## src/rtl/down_timer.sv

```systemverilog
// down_timer: loadable, prescaled down-counting timer.
// A load over the valid/ready handshake starts a countdown that decrements
// once every (div+1) clocks. Reaching the terminal count produces a one-cycle
// tick, then either reloads (periodic) or returns to IDLE (one-shot).
module down_timer #(
  parameter int WIDTH = 8,
  parameter int PW    = 4
) (
  input  logic             clk,
  input  logic             rst,
  input  logic             load_valid,
  output logic             load_ready,
  input  logic [WIDTH-1:0] load_value,
  input  logic [PW-1:0]    load_div,
  input  logic             load_periodic,
  input  logic             stop,
  output logic [WIDTH-1:0] count,
  output logic             tick,
  output logic             busy
);

  typedef enum logic {
    IDLE = 1'b0,
    RUN  = 1'b1
  } state_t;

  state_t           state_reg, state_next;
  logic [WIDTH-1:0] count_reg, count_next;
  logic [WIDTH-1:0] reload_reg, reload_next;
  logic [PW-1:0]    div_reg, div_next;
  logic [PW-1:0]    pre_reg, pre_next;
  logic             periodic_reg, periodic_next;
  logic             tick_reg, tick_next;
  logic             busy_reg;

  assign load_ready = (state_reg == IDLE);
  assign count      = count_reg;
  assign tick       = tick_reg;
  assign busy       = busy_reg;

  // State and datapath registers; busy mirrors the RUN state one-for-one.
  always_ff @(posedge clk) begin
    if (rst) begin
      state_reg    <= IDLE;
      count_reg    <= '0;
      reload_reg   <= '0;
      div_reg      <= '0;
      pre_reg      <= '0;
      periodic_reg <= 1'b0;
      tick_reg     <= 1'b0;
      busy_reg     <= 1'b0;
    end else begin
      state_reg    <= state_next;
      count_reg    <= count_next;
      reload_reg   <= reload_next;
      div_reg      <= div_next;
      pre_reg      <= pre_next;
      periodic_reg <= periodic_next;
      tick_reg     <= tick_next;
      busy_reg     <= (state_next == RUN);
    end
  end

  // Next-state logic: load handling in IDLE; stop > prescale > decrement in RUN.
  always_comb begin
    state_next    = state_reg;
    count_next    = count_reg;
    reload_next   = reload_reg;
    div_next      = div_reg;
    pre_next      = pre_reg;
    periodic_next = periodic_reg;
    tick_next     = 1'b0;

    case (state_reg)
      IDLE: begin
        if (load_valid) begin
          count_next    = load_value;
          reload_next   = load_value;
          div_next      = load_div;
          periodic_next = load_periodic;
          pre_next      = '0;
          if (load_value != '0) begin
            state_next = RUN;
          end else begin
            // A zero load is already at terminal: tick immediately, stay idle.
            tick_next = 1'b1;
          end
        end
      end

      RUN: begin
        if (stop) begin
          // Abort keeps the current count visible for the controller.
          state_next = IDLE;
          pre_next   = '0;
        end else if (pre_reg == div_reg) begin
          pre_next = '0;
          if (count_reg > WIDTH'(1)) begin
            count_next = count_reg - WIDTH'(1);
          end else begin
            // Terminal count (count is never 0 while running).
            tick_next = 1'b1;
            if (periodic_reg) begin
              count_next = reload_reg;
            end else begin
              count_next = '0;
              state_next = IDLE;
            end
          end
        end else begin
          pre_next = pre_reg + PW'(1);
        end
      end

      default: begin
        state_next = IDLE;
      end
    endcase
  end

endmodule

```

## config.mk

```make
export PLATFORM = sky130hd
export DESIGN_NAME = down_timer
export DESIGN_NICKNAME = d
export VERILOG_FILES = /design/src/rtl/down_timer.sv
export SDC_FILE = /design/constraint.sdc
export NUM_CORES = 1
export LEC_CHECK = 0
export ABC_AREA = 1
export BUFFER_PORTS_ARGS = -buffer_cell sky130_fd_sc_hd__buf_2
export CAP_MARGIN = 10
export CELL_PAD_IN_SITES_DETAIL_PLACEMENT = 1
export CELL_PAD_IN_SITES_GLOBAL_PLACEMENT = 2
export CORE_AREA = 2 2 75 77
export DETAILED_ROUTE_END_ITERATION = 8
export DIE_AREA = 0 0 77 79
export GPL_TIMING_DRIVEN = 0
export PLACE_DENSITY_LB_ADDON = 0.1
export SETUP_SLACK_MARGIN = 0.15
export SYNTH_ARGS = -nofsm -noshare
export SYNTH_HDL_FRONTEND = slang
export SYNTH_SLANG_ARGS = --single-unit
```

## constraint.sdc

```tcl
create_clock -name clk -period 1.8 [get_ports clk]
set_input_delay 0.09 -clock clk [delete_from_list [all_inputs] [get_ports clk]]
set_output_delay 0.09 -clock clk [all_outputs]
set_load 0.01 [all_outputs]
```

==> summary.md <==
| Metric | Value |
|---|---|
| Post-synth net total | `240` |
| Min Clock Period, post-route | `1.58 ns` |
| Global Route Usage Sum | `14.7%` |
| Syn avg cell area | `6.74 sq um` |
| Max-slew violations | `0` |
| First-pass GRT wire length | `7170 um` |
| Netlist cell types | `28` |
| CP most frequent cell | `nand2_2` |
| Worst R2R End | `count[2]$_SDFFE_PP0P_` |
| Clock sink total | `27` |
| Critical-path cell list | `inv_4 > ha_4 > inv_2 > nand2_2 > nand2_2 > nor2_4 > clkinvlp_4 > o21ai_2 > nand3_2 > a21oi_2 > nor2_1` |
| Number of diodes | `0` |
| Largest net degree at the start of global routing | `15` |
| Status | `complete, no violations` |
| CP Capture Type | `flip-flop` |
| 1st-iter DRT viols | `34` |
| Tightest Pin Transition | `0.529 ns` |
| Rel. slew slack | `64.8%` |
| Hold/Removal Path Class | `in2reg` |
| Final Cycle Share | `87.5%` |
| Total routed wirelength | `4250 um` |
| Leading area contributor after synthesis | `dfxtp_1` |
| Number of flops mapped to enable cells by yosys | `0` |
| DR vias | `1489` |
| Reg area | `546 sq um` |
| NetSw | `0.553 mW` |
| Clock latency on the worst-skew pair | `0.27 ns` |
| Initial core utilization | `27.8%` |
| Total gr overflow | `0` |
| RR Startpoint | `count[0]$_SDFFE_PP0P_` |
| Combinational power share | `31.5%` |
| IO buf count | `27` |
| WL/cell | `13.0 um` |
| Initial antenna violation count | `0` |
| Min-delay src | `load_div[3]` |
| # DRC | `0` |
| Pre-CTS setup slack | `0.0528 ns` |
| IO Pins | `28` |
| Yosys top cell area share | `36.5%` |
| Crit Path Category | `reg2reg` |
| Vias in the first global route | `1476` |
| Crit-path max cell delay | `0.39 ns` |
| Maximum clock path buffer count | `2` |
| Area of the multi-input gates | `836 sq um` |
| Setup tns final | `0 ns` |
| Post-Syn Instances | `220` |
| PD cells | `843 nW/um^2` |
| Routed Antenna Nets | `0` |
| Register bit total from synthesis | `27` |
| Leakage | `0.819 nW` |
| Peak VDD IR | `0.268 mV` |
| Post-DR vias/cell | `4.57` |
| Reg clk slew, reported paths | `0.10 ns` |
| Crit path max-delay family | `flip-flops` |
| Post-synthesis cell area | `1480 sq um` |
| CORE AREA | `5340 sq um` |
| Clock Skews | `0.00274 ns` |
| Die Ht | `79 um` |
| Setup WS post-layout | `0.224 ns` |
| WHS Endpoint | `div_reg[3]$_SDFFE_PP0P_` |
| TritonCTS clock tree | `yes` |
| Layout area overhead | `24.0%` |
| CP max stage cell | `dfxtp_4` |
| Finish-stage setup viols | `0` |
| Type of origin of the critical path | `flip-flop` |
| Sequential group share of total power | `45.4%` |
| CP required | `1.97 ns` |
| Sw Ratio | `35.7%` |
| Top cells by count, synth | `39 x nor2_1, 35 x nand2_1, 27 x dfxtp_1` |
| CTS root buf | `clkbuf_8` |
| Int Pwr | `0.997 mW` |
| Die area | `6080 sq um` |
| Maximum Capacitance Violations | `0` |
| Synth area leaders | `dfxtp_1 36%, nor2_1 9.9%, nand2_1 8.9%` |
| R2R cell count | `11` |
| Worst Hold Depth | `3` |
| Sequential-to-total area share from yosys stat | `36.5%` |
| Yosys Warn Count | `0` |
| HPWL after detailed placement | `3290 um` |
| Fin nets | `275` |
| Row count | `27` |
| GPL Wtd Cong | `0.695` |
| Fillers | `713` |
| Clock group share of total power | `23.1%` |
| Initial DRT Pass Iterations | `2` |
| RSZ-0062 raised after global routing | `yes` |
| WP buf/inv | `3` |
| Die X-Extent | `77 um` |
| CP arrival | `1.75 ns` |
| Critical path fanouts, max | `8` |
| Reg-to-reg slack, setup | `0.22 ns` |
| FFs w/ async S/R, synth | `0%` |
| Hold Fails Final Rpt | `0` |
| Share of post-route cells with drive strength above 1 | `24.8%` |
| Maximum clock rate | `635 MHz` |
| Htree depth | `1` |
| Post-synth top flop | `dfxtp_1` |
| Num CTS Buffers | `3` |
| Most common cell in the netlist | `nor2_1` |
-- logic make-up after synthesis --
family	Yosys count	share of synthesized area (%)
AO/OA/AOI/OAI	50	18.6
XOR/XNOR	4	2.36
adder cells (fa/ha/maj)	3	2.53
buffers and inverters	35	10.3
flip-flops	27	36.5
AND/OR/NAND/NOR	101	29.8
-- cell type report --
| type | instances | area share, % |
|---|---|---|
| multi-input cells | 158 | 45.5 |
| flip-flops and latches | 27 | 29.7 |
| inverters | 27 | 5.99 |
| clock buffers | 4 | 2.45 |
| repair buffers | 30 | 8.71 |
| well taps | 72 | 4.90 |
| plain buffers | 8 | 2.79 |
-- tightest hold or removal path, stage by stage --
cell	delay [ns]
buf_2	0.08
nor2_1	0.03
nor2_1	0.08
-- timing repair --
action | 4_1_cts | 5_1_grt
hold endpoints to repair | 1 | 0
setup endpoints to repair | 5 | 10
hold buffers | 1 | 0
resized for setup | 8 | 14
pin swaps | 0 | 8
buffers inserted | 0 | 2
-- how the worst max path moves through the flow --
stage                                startpoint                    end  slack (ns)  cells after the start
after floorplan           count[0]$_SDFFE_PP0P_  count[5]$_SDFFE_PP0P_        0.33                     11
after global placement    count[0]$_SDFFE_PP0P_  count[3]$_SDFFE_PP0P_        0.09                     11
after detailed placement  count[0]$_SDFFE_PP0P_  count[3]$_SDFFE_PP0P_        0.05                     11
after CTS                 count[1]$_SDFFE_PP0P_  count[2]$_SDFFE_PP0P_        0.16                     11
after global routing      count[0]$_SDFFE_PP0P_  count[2]$_SDFFE_PP0P_        0.07                     11
final                     count[0]$_SDFFE_PP0P_  count[2]$_SDFFE_PP0P_        0.22                     11
-- power by group through the flow --
stage | clock network (mW) | logic, mW | registers [mW]
6_report | 0.358 | 0.489 | 0.703
3_3_place_gp | 0 | 0.452 | 0.713
3_5_place_dp | 0 | 0.452 | 0.713
4_1_cts | 0.372 | 0.472 | 0.700
2_1_floorplan | 0 | 0.301 | 0.714
5_1_grt | 0.392 | 0.565 | 0.714
-- layer usage --
metal | up-vias | track usage, % | wire (um)
li1 | 780 | - | -
met1 | 689 | 18.3 | 1990
met2 | 15 | 27.2 | 2130
met3 | 5 | 1.70 | 84
met4 | 0 | 3.21 | 44
met5 | - | 0 | 0
-- metrics by stage --
step	hold slack, ns	utilization [%]	cells	power (mW)	cell area, sq um
CTS	0.0334	33.3	324	1.54	1780
global route	0.0624	34.4	326	1.67	1840
finish	0.0310	34.4	326	1.55	1840
floorplan	0.168	-	220	1.01	1480
detailed placement	0.298	32.0	319	1.17	1710
global placement	0.292	32.0	319	1.16	1710
-- placed cells by master (no fill, tap or decap), types with 2 or more instances in the layout --
master     n
a211oi_1   6
a21oi_1   15
buf_2     29
buf_4      3
buf_6      2
clkbuf_1   4
clkbuf_8   3
dfxtp_1   25
ha_4       2
inv_1     21
inv_2      3
inv_4      2
nand2_1   33
nand2_2    4
nand3_1   12
nand3_2    2
nor2_1    39
nor2_2     3
nor2_4     2
nor3_1     2
o21ai_0   20
o21ai_1    3
o21ai_2    2
or2_1      2
xor2_1     3
(Power assumes the default switching activity.)
